==> src/rtl/vga_window_streamer_if.sv <==
// Avalon-ST video stream bundle: pixel data with packet framing and
// readyLatency-0 backpressure.
interface vga_window_streamer_if #(
  parameter int DATA_W = 30
);
  logic [DATA_W-1:0] data;
  logic              valid;
  logic              ready;
  logic              startofpacket;
  logic              endofpacket;

  modport master (
    output data, valid, startofpacket, endofpacket,
    input  ready
  );

  modport slave (
    input  data, valid, startofpacket, endofpacket,
    output ready
  );
endinterface

==> src/rtl/vga_window_streamer.sv <==
// Frame-per-packet Avalon-ST video source: a rectangular window is fed from a
// synchronous line buffer, and the background colour fills the rest of the frame.
module vga_window_streamer #(
  parameter int                     H_RES      = 640,
  parameter int                     V_RES      = 480,
  parameter int                     WIN_X0     = 80,
  parameter int                     WIN_X1     = 480,
  parameter int                     WIN_Y0     = 0,
  parameter int                     WIN_Y1     = 479,
  parameter int                     IN_BITS    = 8,
  parameter int                     OUT_BITS   = 10,
  parameter int                     EXPAND     = 0,
  parameter logic [3*OUT_BITS-1:0]  BG         = '0,
  parameter int                     ROW_LEAD   = 40,
  parameter int                     FRAME_LEAD = 100,
  parameter int                     ADDR_W     = 9
) (
  input  logic                      clock_vga,
  input  logic                      reset_n,
  input  logic                      start,
  input  logic [3*IN_BITS-1:0]      data,
  output logic [ADDR_W-1:0]         address,
  output logic                      next_row,
  output logic                      next_screen,
  vga_window_streamer_if.master     avalon_streaming_source
);

  localparam int XW = (H_RES > 1) ? $clog2(H_RES) : 1;
  localparam int YW = (V_RES > 1) ? $clog2(V_RES) : 1;
  localparam int PW = 3 * OUT_BITS;

  localparam logic [XW-1:0] LAST_X  = XW'(H_RES - 1);
  localparam logic [YW-1:0] LAST_Y  = YW'(V_RES - 1);
  localparam logic [XW-1:0] ROW_X   = XW'(H_RES - ROW_LEAD);
  localparam logic [XW-1:0] FRAME_X = XW'(H_RES - FRAME_LEAD);

  typedef enum logic [1:0] {IDLE, PRIME, STREAM, DRAIN} state_t;

  state_t          state, state_nxt;
  logic [XW-1:0]   x, x_nxt;
  logic [YW-1:0]   y, y_nxt;
  logic [PW-1:0]   pix;
  logic            vld, sop, eop;
  logic            load, drop, last_pix, ready;

  function automatic logic in_window(input logic [XW-1:0] px, input logic [YW-1:0] py);
    return (int'(px) >= WIN_X0) && (int'(px) <= WIN_X1) &&
           (int'(py) >= WIN_Y0) && (int'(py) <= WIN_Y1);
  endfunction

  function automatic logic [ADDR_W-1:0] addr_of(input logic [XW-1:0] px, input logic [YW-1:0] py);
    if (in_window(px, py)) return ADDR_W'(int'(px) - WIN_X0);
    return '0;
  endfunction

  // MSB-aligned widening; the spare LSBs are zero or a cyclic copy of the MSBs.
  function automatic logic [OUT_BITS-1:0] widen(input logic [IN_BITS-1:0] c);
    logic [OUT_BITS-1:0] w;
    w = '0;
    for (int i = 0; i < OUT_BITS; i++) begin
      if (i < IN_BITS)
        w[OUT_BITS-1-i] = c[IN_BITS-1-i];
      else if (EXPAND != 0)
        w[OUT_BITS-1-i] = c[IN_BITS-1-(i % IN_BITS)];
    end
    return w;
  endfunction

  function automatic logic [PW-1:0] pixel_of(input logic [XW-1:0] px, input logic [YW-1:0] py,
                                             input logic [3*IN_BITS-1:0] rgb);
    if (in_window(px, py))
      return {widen(rgb[3*IN_BITS-1:2*IN_BITS]),
              widen(rgb[2*IN_BITS-1:IN_BITS]),
              widen(rgb[IN_BITS-1:0])};
    return BG;
  endfunction

  assign ready    = avalon_streaming_source.ready;
  assign last_pix = (x == LAST_X) && (y == LAST_Y);

  always_comb begin
    x_nxt = (x == LAST_X) ? '0 : x + 1'b1;
    y_nxt = y;
    if (x == LAST_X)
      y_nxt = (y == LAST_Y) ? '0 : y + 1'b1;
  end

  // A new frame is only committed at the eop load; DRAIN lets the last beat leave.
  always_comb begin
    state_nxt = state;
    load      = 1'b0;
    drop      = 1'b0;
    case (state)
      IDLE:   if (start) state_nxt = PRIME;
      PRIME:  state_nxt = STREAM;
      STREAM: begin
        if (!vld || ready) begin
          load = 1'b1;
          if (last_pix && !start) state_nxt = DRAIN;
        end
      end
      DRAIN: begin
        if (ready) begin
          drop      = 1'b1;
          state_nxt = IDLE;
        end
      end
      default: state_nxt = IDLE;
    endcase
  end

  always_ff @(posedge clock_vga or negedge reset_n) begin
    if (!reset_n) begin
      state       <= IDLE;
      x           <= '0;
      y           <= '0;
      address     <= '0;
      pix         <= '0;
      vld         <= 1'b0;
      sop         <= 1'b0;
      eop         <= 1'b0;
      next_row    <= 1'b0;
      next_screen <= 1'b0;
    end else begin
      state       <= state_nxt;
      next_row    <= load && (x == ROW_X);
      next_screen <= load && (x == FRAME_X) && (y == LAST_Y);
      if (state == IDLE && start) begin
        x       <= '0;
        y       <= '0;
        address <= addr_of('0, '0);
      end
      // Output register stage: load pixel (x,y), then point the RAM at the next one.
      if (load) begin
        pix     <= pixel_of(x, y, data);
        sop     <= (x == '0) && (y == '0);
        eop     <= last_pix;
        vld     <= 1'b1;
        x       <= x_nxt;
        y       <= y_nxt;
        address <= addr_of(x_nxt, y_nxt);
      end else if (drop) begin
        vld <= 1'b0;
        sop <= 1'b0;
        eop <= 1'b0;
      end
    end
  end

  assign avalon_streaming_source.data          = pix;
  assign avalon_streaming_source.valid         = vld;
  assign avalon_streaming_source.startofpacket = sop;
  assign avalon_streaming_source.endofpacket   = eop;

endmodule

==> src/flat_wrapper.sv <==
// flat-port wrapper written by rule: the top's interface ports become plain ports
module vga_window_streamer_flat 
#(
  parameter int                     H_RES      = 640,
  parameter int                     V_RES      = 480,
  parameter int                     WIN_X0     = 80,
  parameter int                     WIN_X1     = 480,
  parameter int                     WIN_Y0     = 0,
  parameter int                     WIN_Y1     = 479,
  parameter int                     IN_BITS    = 8,
  parameter int                     OUT_BITS   = 10,
  parameter int                     EXPAND     = 0,
  parameter logic [3*OUT_BITS-1:0]  BG         = '0,
  parameter int                     ROW_LEAD   = 40,
  parameter int                     FRAME_LEAD = 100,
  parameter int                     ADDR_W     = 9
)
  (clock_vga, reset_n, start, data, address, next_row, next_screen, avalon_streaming_source_data, avalon_streaming_source_valid, avalon_streaming_source_startofpacket, avalon_streaming_source_endofpacket, avalon_streaming_source_ready);
  vga_window_streamer_if avalon_streaming_source_i ();
  input  logic clock_vga;
  input  logic reset_n;
  input  logic start;
  input  logic [3*IN_BITS-1:0] data;
  output logic [ADDR_W-1:0] address;
  output logic next_row;
  output logic next_screen;
  output wire logic [$bits(avalon_streaming_source_i.data)-1:0] avalon_streaming_source_data;
  output wire logic [$bits(avalon_streaming_source_i.valid)-1:0] avalon_streaming_source_valid;
  output wire logic [$bits(avalon_streaming_source_i.startofpacket)-1:0] avalon_streaming_source_startofpacket;
  output wire logic [$bits(avalon_streaming_source_i.endofpacket)-1:0] avalon_streaming_source_endofpacket;
  input wire logic [$bits(avalon_streaming_source_i.ready)-1:0] avalon_streaming_source_ready;
  assign avalon_streaming_source_data = avalon_streaming_source_i.data;
  assign avalon_streaming_source_valid = avalon_streaming_source_i.valid;
  assign avalon_streaming_source_startofpacket = avalon_streaming_source_i.startofpacket;
  assign avalon_streaming_source_endofpacket = avalon_streaming_source_i.endofpacket;
  assign avalon_streaming_source_i.ready = avalon_streaming_source_ready;
  vga_window_streamer #(.H_RES(H_RES), .V_RES(V_RES), .WIN_X0(WIN_X0), .WIN_X1(WIN_X1), .WIN_Y0(WIN_Y0), .WIN_Y1(WIN_Y1), .IN_BITS(IN_BITS), .OUT_BITS(OUT_BITS), .EXPAND(EXPAND), .BG(BG), .ROW_LEAD(ROW_LEAD), .FRAME_LEAD(FRAME_LEAD), .ADDR_W(ADDR_W)) u_core (.clock_vga(clock_vga), .reset_n(reset_n), .start(start), .data(data), .address(address), .next_row(next_row), .next_screen(next_screen), .avalon_streaming_source(avalon_streaming_source_i));
endmodule
==> config.mk <==
export PLATFORM = sky130hd
export DESIGN_NAME = vga_window_streamer_flat
export DESIGN_NICKNAME = d
export VERILOG_FILES = /design/src/rtl/vga_window_streamer_if.sv /design/src/rtl/vga_window_streamer.sv /design/src/flat_wrapper.sv
export SDC_FILE = /design/constraint.sdc
export NUM_CORES = 1
export LEC_CHECK = 0
export CORE_MARGIN = 5
export CORE_UTILIZATION = 33
export DETAILED_ROUTE_END_ITERATION = 12
export GPL_TIMING_DRIVEN = 0
export PLACE_DENSITY = 0.56
export REMOVE_ABC_BUFFERS = 1
export SYNTH_ARGS = -nofsm -noshare
export SYNTH_HDL_FRONTEND = slang
export SYNTH_SLANG_ARGS = --single-unit
==> constraint.sdc <==
create_clock -name clock_vga -period 3.2 [get_ports clock_vga]
set_clock_uncertainty 0.05 [all_clocks]
set_input_delay 0.64 -clock clock_vga [delete_from_list [all_inputs] [get_ports clock_vga]]
set_output_delay 0.64 -clock clock_vga [all_outputs]
set_load 0.02 [all_outputs]
==> results.toml <==
[layout]
final_common_cell = "clkdlybuf4s50_1"
drive_above_1_share_pct = 10.4
syn2layout_area_growth_pct = 26.6
diodes = 0
final_nets = 429
fin_area_um2 = 4210
layout_common_cells = "clkdlybuf4s50_1 (64), dfrtp_1 (58), nand2_1 (41)"

[timing]
max_freq_mhz = 340
setup_violations = 0
slew_headroom_pct = 47.9
fin_ws_ns = 0.261
drv_slew = 0
rsz0062_at_grt = "false"
hold_viol = 0
tightest_slew_ns = 0.782
period_share_pct = 91.8
layout_min_cycle_time_ns = 2.94

[power_and_ir_drop]
irDropWorstVdd_mv = 0.145
power_density_nw_per_um2 = 395
leakagePower_uw = 0.00171

[clock_network]
worstSkewPairLatency_ns = 0.34
cts_resized = 4
cts_tree = "done"
cts_buffer_depth = 2
cts_sinks = 59
h-tree-depth = 3
cts_made_buffers = 9
clk_pin_slew_worst_paths_ns = 0.07
hold_buffers = 0
cts_root_buf = "clkbuf_8"
postCtsSetupBuffers = 0

[synth]
synth_area_um2 = 3330
synth_cell_types = 61
ys_seq_area_share_pct = 44.4
synth_ff_type = "dfrtp_1"
yosys.area.top_type = "dfrtp_1"
synthArstFlopShare_pct = 100
yosysTopAreaCellShare_pct = 44.4
synth_edf_count = 0
synth_seq_cells = 59
synthesis.area_per_instance_um2 = 9.75
synth.area.top_cells = "dfrtp_1 (44%), a22o_1 (6.8%), nand2_1 (4.7%)"
synth_cells = 341
ys_warn_count = 0

[outcome]
outcome = "finished, final reports clean"

[setup_path]
crit_slowest_cell = "or4_1"
worst-setup-path-type = "reg2reg"
critPathRequiredTime_ns = 3.35
critPathMaxFanout = 14
endpoint_kind = "flip-flop"
r2r_slack_ns = 0.26
cpPeakStageDelay_ns = 0.56
critPathArrivalTime_ns = 3.09
crit_chain = "ha_2 -> and3_2 -> nand3_4 -> or4_1 -> a21oi_1 -> a41o_1 -> o31ai_1"
start_kind = "flip-flop"

[grt]
track_usage_pct = 14.9
antenna_found_initial = 0
grt_overflow = 0
grt_pass1_wl_um = 14200
grt_pass1_vias = 2781
grt_max_degree = 51

[placed_design]
pre_cts_ws_ns = -0.603
gp_congestion = 0.849
placed_area_um2 = 4000
numPortBuffers = 65
dp_hpwl_um = 6070

[flow_run]
cap_violations = 0

[routing]
viasPerCell = 5.25
antenna_left = 0
routedWlPerCell_um = 16.2
drc = 0
vias = 2778
dr.pass1.iters = 4
drtIter0Drc = 153
wl_um = 8590

[die]
core_area_um2 = 9820
die_w_um = 110
rows = 36
dieArea_um2 = 12200
die-height_um = 110
top_level_ports = 72
initial_core_util_pct = 33.9

[hold_path]
hold_class = "in2async"
-- final timing paths --
path | start | to | depth (start not counted)
worst max-delay path | u_core.x[1] | u_core.address[6] | 7
worst min-delay path | reset_n | u_core.avalon_streaming_source.data[9] | 1
worst max register to register | u_core.x[1] | u_core.address[6] | 7
worst min register to register | u_core.address[2] | u_core.address[2] | 2
max in group asynchronous | reset_n | u_core.avalon_streaming_source.endofpacket | 2
min in group clock_vga | u_core.address[2] | u_core.address[2] | 2
-- sequential cells by signal, indices dropped and copies added, names as in the netlist, 2 cells and up --
| register | cells |
|---|---|
| u_core.address | 9 |
| u_core.x | 10 |
| u_core.avalon_streaming_source.data | 24 |
| u_core.state | 2 |
| u_core.y | 9 |
-- worst max-delay path: cells and delay by family (launching register included) --
kind / cells / cell delay, ns
AND/OR/NAND/NOR: 3 / 1.09
AO/OA/AOI/OAI: 3 / 0.87
flip-flops: 1 / 0.46
adder cells (fa/ha/maj): 1 / 0.32
-- kinds of logic after synthesis --
kind of cell	Yosys count	synth area share, %
xor gates and xnor gates	9	2.37
muxes	4	1.28
buffers and inverters	44	6.73
adders and majority gates	9	3.39
and+or+nand+nor	123	19.8
other	1	0.113
AOI/OAI and AO/OA	92	21.9
DFF	59	44.4
-- cell type report --
| type | count | area, um2 |
|---|---|---|
| Timing Repair Buffer | 66 | 666 |
| Tap cell | 133 | 166 |
| Clock inverter | 4 | 26.3 |
| Inverter | 13 | 48.8 |
| Clock buffer | 11 | 151 |
| Fill cell | 1016 | 5610 |
| Multi-Input combinational cell | 243 | 1670 |
| Sequential cell | 59 | 1480 |
-- power by group --
group | internal [uW] | total [uW] | switching [uW]
registers | 765 | 815 | 49.7
clock network | 317 | 624 | 306
logic | 94.6 | 223 | 129
total | 1180 | 1660 | 485
-- metal layers --
metal / global-route usage [%] / wire length [um] / vias to the layer above
met5: 0 / 0 / -
met2: 24.0 / 4190 / 52
li1: - / - / 1336
met1: 19.8 / 3940 / 1376
met4: 6.42 / 165 / 0
met3: 2.45 / 290 / 14
-- cells in the mapped netlist (2+ instances only) --
| library cell | instances |
|---|---|
| a21o_1 | 2 |
| a21oi_1 | 10 |
| a22o_1 | 26 |
| and3_1 | 7 |
| buf_1 | 3 |
| buf_2 | 8 |
| buf_4 | 7 |
| buf_6 | 3 |
| clkbuf_1 | 10 |
| dfrtp_1 | 59 |
| ha_1 | 9 |
| inv_1 | 13 |
| mux2_2 | 2 |
| mux2i_1 | 2 |
| nand2_1 | 42 |
| nand2b_1 | 2 |
| nand3_1 | 21 |
| nand4_1 | 5 |
| nand4b_1 | 2 |
| nor2_1 | 12 |
| nor3_1 | 7 |
| nor4_1 | 5 |
| nor4b_1 | 2 |
| o21ai_0 | 20 |
| o21ai_1 | 2 |
| o221ai_1 | 2 |
| o22ai_1 | 2 |
| o31ai_1 | 8 |
| o31ai_2 | 4 |
| o31ai_4 | 2 |
| or3_1 | 4 |
| or4_1 | 2 |
| xnor2_1 | 8 |
-- per-stage QoR --
stage / util, % / cells / setup TNS (ns) / hold WS, ns / power [uW]
2_1_floorplan: - / 315 / 0 / 0.294 / 942
3_3_place_gp: 40.6 / 513 / -65.30 / 0.417 / 1040
3_5_place_dp: 40.8 / 514 / -18.49 / 0.422 / 1050
4_1_cts: 42.7 / 529 / 0 / 0.255 / 1690
5_1_grt: 42.9 / 529 / 0 / 0.288 / 1750
6_report: 42.9 / 529 / 0 / 0.238 / 1660
Note: power is estimated with default switching activity, not from simulation.
